### src/rtl/conv3x3_rgb_engine.sv
// conv3x3_rgb_engine: programmable 3x3 convolution over packed RGB windows.
// Three-stage pipeline: per-tap products, signed accumulate, round/shift/clamp.
// Coefficients and shift live in a shadow bank; commit copies them to the
// active bank that stage 1 samples, so a kernel change never splits a pixel.
// Optional feature macro: CONV_BYPASS_EN adds a per-pixel 'bypass' input that
// forwards the center pixel unfiltered with the same latency.
//
// Handshake: valid-only stream, no ready. A window is accepted on every clock
// edge where valid_in=1; the matching result appears with valid_out=1 exactly
// three edges later. pixel_out/clip_out hold their last value while
// valid_out=0.
module conv3x3_rgb_engine #(
   parameter int CH_W   = 4,
   parameter int COEF_W = 8,
   parameter int ACC_W  = CH_W + COEF_W + 4
) (
   input  logic                     clk,
   input  logic                     reset_n,
   input  logic                     valid_in,
   input  logic [27*CH_W-1:0]       window_in,
   input  logic                     last_in,
   input  logic                     coef_wr,
   input  logic [3:0]               coef_idx,
   input  logic signed [COEF_W-1:0] coef_data,
   input  logic                     shift_wr,
   input  logic [3:0]               shift_data,
   input  logic                     commit,
`ifdef CONV_BYPASS_EN
   input  logic                     bypass,
`endif
   output logic                     valid_out,
   output logic [3*CH_W-1:0]        pixel_out,
   output logic                     last_out,
   output logic                     clip_out,
   output logic                     coef_dirty
);

   localparam int PIX_W  = 3 * CH_W;
   localparam int PROD_W = CH_W + COEF_W + 1;
   localparam int RND_W  = ACC_W + 1;
   localparam logic signed [RND_W-1:0] RND_ONE = RND_W'(1);
   localparam logic signed [RND_W-1:0] CH_MAX  = RND_W'((1 << CH_W) - 1);
   localparam logic signed [COEF_W-1:0] COEF_ONE = COEF_W'(1);

   typedef logic signed [COEF_W-1:0] coef_t;

   logic byp_in;
`ifdef CONV_BYPASS_EN
   assign byp_in = bypass;
`else
   assign byp_in = 1'b0;
`endif

   // coefficient banks
   coef_t      shadow_coef_q [9];
   coef_t      shadow_coef_d [9];
   coef_t      active_coef_q [9];
   coef_t      active_coef_d [9];
   logic [3:0] shadow_shift_q, shadow_shift_d;
   logic [3:0] active_shift_q, active_shift_d;
   logic       dirty_q, dirty_d;

   // stage 1
   logic signed [PROD_W-1:0] prod_q [3][9];
   logic signed [PROD_W-1:0] prod_d [3][9];
   logic                     s1_valid_q, s1_last_q, s1_byp_q;
   logic [3:0]               s1_shift_q;
   logic [PIX_W-1:0]         s1_center_q;

   // stage 2
   logic signed [ACC_W-1:0]  acc_q [3];
   logic signed [ACC_W-1:0]  acc_d [3];
   logic                     s2_valid_q, s2_last_q, s2_byp_q;
   logic [3:0]               s2_shift_q;
   logic [PIX_W-1:0]         s2_center_q;

   // stage 3 / outputs
   logic                     valid_out_q, last_out_q;
   logic                     clip_out_q, clip_out_d;
   logic [PIX_W-1:0]         pixel_out_q, pixel_out_d;

   logic                     coef_accept;
   logic                     any_write;

   // Shadow writes, commit copy (pre-write shadow) and dirty tracking.
   always_comb begin
      coef_accept    = coef_wr && (coef_idx <= 4'd8);
      any_write      = coef_accept || shift_wr;
      shadow_coef_d  = shadow_coef_q;
      shadow_shift_d = shadow_shift_q;
      active_coef_d  = active_coef_q;
      active_shift_d = active_shift_q;
      dirty_d        = dirty_q;
      if (commit) begin
         active_coef_d  = shadow_coef_q;
         active_shift_d = shadow_shift_q;
         dirty_d        = 1'b0;
      end
      if (coef_accept) begin
         shadow_coef_d[coef_idx] = coef_data;
      end
      if (shift_wr) begin
         shadow_shift_d = shift_data;
      end
      if (any_write) begin
         dirty_d = 1'b1;
      end
   end

   // Stage 1: nine signed products per channel against the active kernel.
   always_comb begin
      logic signed [PROD_W-1:0] pix_ext;
      logic signed [PROD_W-1:0] coef_ext;
      pix_ext  = '0;
      coef_ext = '0;
      for (int c = 0; c < 3; c++) begin
         for (int k = 0; k < 9; k++) begin
            pix_ext  = {{(COEF_W+1){1'b0}}, window_in[k*PIX_W + (2-c)*CH_W +: CH_W]};
            coef_ext = {{(CH_W+1){active_coef_q[k][COEF_W-1]}}, active_coef_q[k]};
            prod_d[c][k] = pix_ext * coef_ext;
         end
      end
   end

   // Stage 2: signed sum of the nine products per channel.
   always_comb begin
      for (int c = 0; c < 3; c++) begin
         acc_d[c] = '0;
         for (int k = 0; k < 9; k++) begin
            acc_d[c] = acc_d[c] + {{(ACC_W-PROD_W){prod_q[c][k][PROD_W-1]}}, prod_q[c][k]};
         end
      end
   end

   // Stage 3: round half up, arithmetic shift, clamp to channel range.
   always_comb begin
      logic signed [RND_W-1:0] rnd_add;
      logic signed [RND_W-1:0] rounded;
      logic signed [RND_W-1:0] shifted;
      logic                    sat;
      rnd_add     = '0;
      rounded     = '0;
      shifted     = '0;
      sat         = 1'b0;
      pixel_out_d = pixel_out_q;
      clip_out_d  = clip_out_q;
      if (s2_valid_q) begin
         clip_out_d = 1'b0;
         for (int c = 0; c < 3; c++) begin
            rnd_add = (s2_shift_q != 4'd0) ? (RND_ONE << (s2_shift_q - 4'd1)) : '0;
            rounded = {acc_q[c][ACC_W-1], acc_q[c]} + rnd_add;
            shifted = rounded >>> s2_shift_q;
            sat     = 1'b1;
            if (shifted[RND_W-1]) begin
               pixel_out_d[(2-c)*CH_W +: CH_W] = '0;
            end else if (shifted > CH_MAX) begin
               pixel_out_d[(2-c)*CH_W +: CH_W] = '1;
            end else begin
               pixel_out_d[(2-c)*CH_W +: CH_W] = shifted[CH_W-1:0];
               sat = 1'b0;
            end
            clip_out_d = clip_out_d | sat;
         end
         if (s2_byp_q) begin
            pixel_out_d = s2_center_q;
            clip_out_d  = 1'b0;
         end
      end
   end

   // All state: banks reset to identity kernel, pipeline flushed on reset.
   always_ff @(posedge clk or negedge reset_n) begin
      if (!reset_n) begin
         for (int k = 0; k < 9; k++) begin
            shadow_coef_q[k] <= (k == 8) ? COEF_ONE : '0;
            active_coef_q[k] <= (k == 8) ? COEF_ONE : '0;
            for (int c = 0; c < 3; c++) begin
               prod_q[c][k] <= '0;
            end
         end
         for (int c = 0; c < 3; c++) begin
            acc_q[c] <= '0;
         end
         shadow_shift_q <= '0;
         active_shift_q <= '0;
         dirty_q        <= 1'b0;
         s1_valid_q     <= 1'b0;
         s1_last_q      <= 1'b0;
         s1_byp_q       <= 1'b0;
         s1_shift_q     <= '0;
         s1_center_q    <= '0;
         s2_valid_q     <= 1'b0;
         s2_last_q      <= 1'b0;
         s2_byp_q       <= 1'b0;
         s2_shift_q     <= '0;
         s2_center_q    <= '0;
         valid_out_q    <= 1'b0;
         last_out_q     <= 1'b0;
         clip_out_q     <= 1'b0;
         pixel_out_q    <= '0;
      end else begin
         shadow_coef_q  <= shadow_coef_d;
         active_coef_q  <= active_coef_d;
         shadow_shift_q <= shadow_shift_d;
         active_shift_q <= active_shift_d;
         dirty_q        <= dirty_d;
         prod_q         <= prod_d;
         s1_valid_q     <= valid_in;
         s1_last_q      <= last_in;
         s1_byp_q       <= byp_in;
         s1_shift_q     <= active_shift_q;
         s1_center_q    <= window_in[8*PIX_W +: PIX_W];
         acc_q          <= acc_d;
         s2_valid_q     <= s1_valid_q;
         s2_last_q      <= s1_last_q;
         s2_byp_q       <= s1_byp_q;
         s2_shift_q     <= s1_shift_q;
         s2_center_q    <= s1_center_q;
         valid_out_q    <= s2_valid_q;
         last_out_q     <= s2_last_q;
         clip_out_q     <= clip_out_d;
         pixel_out_q    <= pixel_out_d;
      end
   end

   assign valid_out  = valid_out_q;
   assign last_out   = last_out_q;
   assign clip_out   = clip_out_q;
   assign pixel_out  = pixel_out_q;
   assign coef_dirty = dirty_q;

endmodule

### config.mk
export PLATFORM = sky130hd
export DESIGN_NAME = conv3x3_rgb_engine
export DESIGN_NICKNAME = d
export VERILOG_FILES = /design/src/rtl/conv3x3_rgb_engine.sv
export SDC_FILE = /design/constraint.sdc
export NUM_CORES = 2
export LEC_CHECK = 0
export CELL_PAD_IN_SITES_DETAIL_PLACEMENT = 2
export CELL_PAD_IN_SITES_GLOBAL_PLACEMENT = 2
export CORE_MARGIN = 2
export CORE_UTILIZATION = 43
export CTS_BUF_LIST = sky130_fd_sc_hd__clkbuf_2
export DETAILED_ROUTE_END_ITERATION = 8
export PLACE_DENSITY_LB_ADDON = 0.1
export SLEW_MARGIN = 20
export SYNTH_ARGS = -nofsm -noshare
export SYNTH_HDL_FRONTEND = slang
export SYNTH_SLANG_ARGS = --single-unit
### constraint.sdc
create_clock -name clk -period 6 [get_ports clk]
set_input_delay 1.2 -clock clk [delete_from_list [all_inputs] [get_ports clk]]
set_output_delay 1.2 -clock clk [all_outputs]
set_load 0.01 [all_outputs]
==> results.yml <==
min_path:
  hold_path_class: "input port to flip-flop"
place:
  portBuffers: 146
  postPlaceCellArea_mm2: 0.0661
  dpl.cell_count: 8320
  gp_congestion: 0.932
  hpwl_um: 172000
worst_setup_path:
  start_kind: "flip-flop"
  critPathCaptureType: "flip-flop"
  r2r-start: "prod_q[275]"
  arrival_ps: 7020
  cp-endpoint: "acc_q[46]"
  startpoint: "prod_q[275]"
  critPathMaxFanout: 2
  crit_type: "flip-flop to flip-flop"
  reg2reg_to: "acc_q[46]"
  required_ps: 7500
  reg2reg_depth: 20
  rrSetupSlack_ps: 480
clocking:
  post_cts_buffers: 0
  cts_tree: "built"
  htree_levels: 4
  numCtsBuffers: 172
  clkSinkCount: 579
  clkLatencyLatePin_ps: 1670
  cts_root_buffer: "clkbuf_2"
  clk_pin_slew_worst_paths_ps: 110
  cts_buffer_depth: 3
yosys:
  synth-xor-area-share: 0.0545
  synth_cells: 6369
  yosys.area.top_type_share: 0.237
  syn_avg_cell_area_um2: 9.81
  yosysTopAreaCell: "fa_1"
  synth-compound-area-share: 0.0799
  yosysUniqueCellTypes: 84
  yosysMostFrequentCell: "inv_1"
  synth_edf_count: 0
  ys_warn_count: 0
  async_flop_share: 1.00
  synth_fa_ha_area_frac: 0.386
  synth_top_family_by_area: "adder cells"
  ys_top_cells_by_area: "fa_1, dfrtp_1, ha_1"
  synth-seq-cells: 579
  syn_area_mm2: 0.0625
  muxShareOfSynthArea: 0.0370
  synth_commonest_cells: "inv_1, fa_1, ha_1"
  synth_top_flop_cell: "dfrtp_1"
  yosysSeqAreaShare: 0.232
  synth-simple-area-share: 0.115
die:
  ios: 147
  dieArea_mm2: 0.148
  die_y_um: 385
  start_util: 0.434
  core_area_mm2: 0.144
  fp.dieW_um: 385
  num_rows: 139
route:
  ant_nets: 0
  num_vias: 45400
  firstDrtPassIters: 5
  wl_per_cell_um: 24.2
  drc: 0
  drt_iter0_drc: 2067
  finalWirelength_um: 209000
  avgViaCountPerCell: 5.25
sta:
  fin_crit_ps: 5520
  setup-violations-final: 0
  clock-skew-final_ps: 121
  tns_ps: 0
  worst-slew-pin-transition_ps: 1190
  min_period_over_period: 0.920
  hold_viol: 0
  fmax_ghz: 0.181
  slew_viol_final: 0
  max_slew_margin: 0.205
  grt_setup_unrepaired: "no"
layout:
  fin_cells: 8653
  area_growth_pct: 8.60
  design_area_mm2: 0.0679
  drive_above_1_share: 0.0762
  nets: 8207
grt:
  grtUsageMet1: 0.375
  grt_overflow: 0
  grt_pass1_vias: 52200
  grt_util_met3: 0.0382
  grt_usage: 0.290
  grt_max_degree: 144
  antenna_found_initial: 29
  gr-usage-met2: 0.496
  grt_pass1_wl_um: 321000
  grt.busiest_layer: "met2"
status:
  run_status: "finished, final reports clean"
job:
  maxCapViolCount: 0
-- worst max-delay path, stage by stage, from the launching register on --
cell      delay, ps
dfrtp_1         420
fa_1            610
inv_1            90
fa_1            630
fa_1            480
fa_1            450
inv_1            70
ha_1            160
inv_1            60
fa_1            460
nor2b_1         120
o21ai_0         110
a21boi_0        330
o21ai_0         160
a21boi_0        300
o21ai_0         140
nand2b_1        130
a21o_1          130
a21oi_1          90
o21ai_0         220
xor2_1          260
-- placed cells by master, fill, tap and decap left out, drive strengths merged, types with 18 or more instances in the layout --
cell,count
inv,1458
nor2b,52
o21a,38
nand2b,22
mux2i,22
o21bai,129
buf,49
nand2,334
a211oi,35
nor3,27
xnor2,337
a21o,54
and2,632
dfrtp,577
clkdlybuf4s50,134
a21oi,286
diode,18
clkinv,75
ha,741
mux2,164
o21ai,71
fa,741
nor2,199
clkbuf,227
xor2,52
nand3,22
-- timing repair --
item | in CTS | in global routing
endpoints found under the hold margin | 88 | 0
hold buffers | 3 | 0
resized for setup | 0 | 0
-- metrics by stage --
step	worst slack (ps)	utilization	hold WS, ps
2_1_floorplan	731	-	331
3_3_place_gp	675	0.459	331
3_5_place_dp	495	0.459	338
4_1_cts	496	0.471	20.6
6_report	479	0.471	205
5_1_grt	184	0.471	81.4
-- flip-flops by register name, indices dropped and copies added (netlist names), 4 cells and up --
signal          cells
prod_q            351
pixel_out          12
s2_shift_q          4
s1_shift_q          4
acc_q              48
active_shift_q      4
active_coef_q      72
shadow_coef_q      72
shadow_shift_q      4
-- cell type report --
type	count	area, µm²
Clock inverter	85	549
Antenna cell	18	45.0
Tap cell	1903	2380
Timing Repair Buffer	186	1760
Fill cell	15400	76100
Clock buffer	227	1140
Multi-Input combinational cell	4197	42000
Sequential cell	579	14500
Inverter	1458	5470
-- metal layers --
metal,vias to the layer above,wire length [µm]
li1,20400,-
met1,24000,90700
met2,754,103000
met3,307,7820
met4,6,7400
met5,-,40
-- worst min path at each step --
stage,start,to,slack [ps],depth (start not counted)
after floorplan,s2_last_q,last_out,330,0
after global placement,s2_last_q,last_out,330,0
after detailed placement,s1_shift_q[3],s2_shift_q[3],340,0
after CTS,shift_data[2],shadow_shift_q[2],20,2
after global routing,shift_data[2],shadow_shift_q[2],80,2
final,shift_data[2],shadow_shift_q[2],200,2
-- cell families (layout without fill, tap and decap cells) --
kind of cell | Yosys count | count (layout)
xor+xnor | 389 | 389
mux | 197 | 197
fa+ha+maj | 1484 | 1484
buf+inv | 1595 | 1956
compound gates | 764 | 764
flops | 579 | 579
simple gates | 1360 | 1360
other cells | 1 | 21
Power is not shown: default switching activity piles up to over one toggle a cycle in this logic, so the estimate is an artifact.
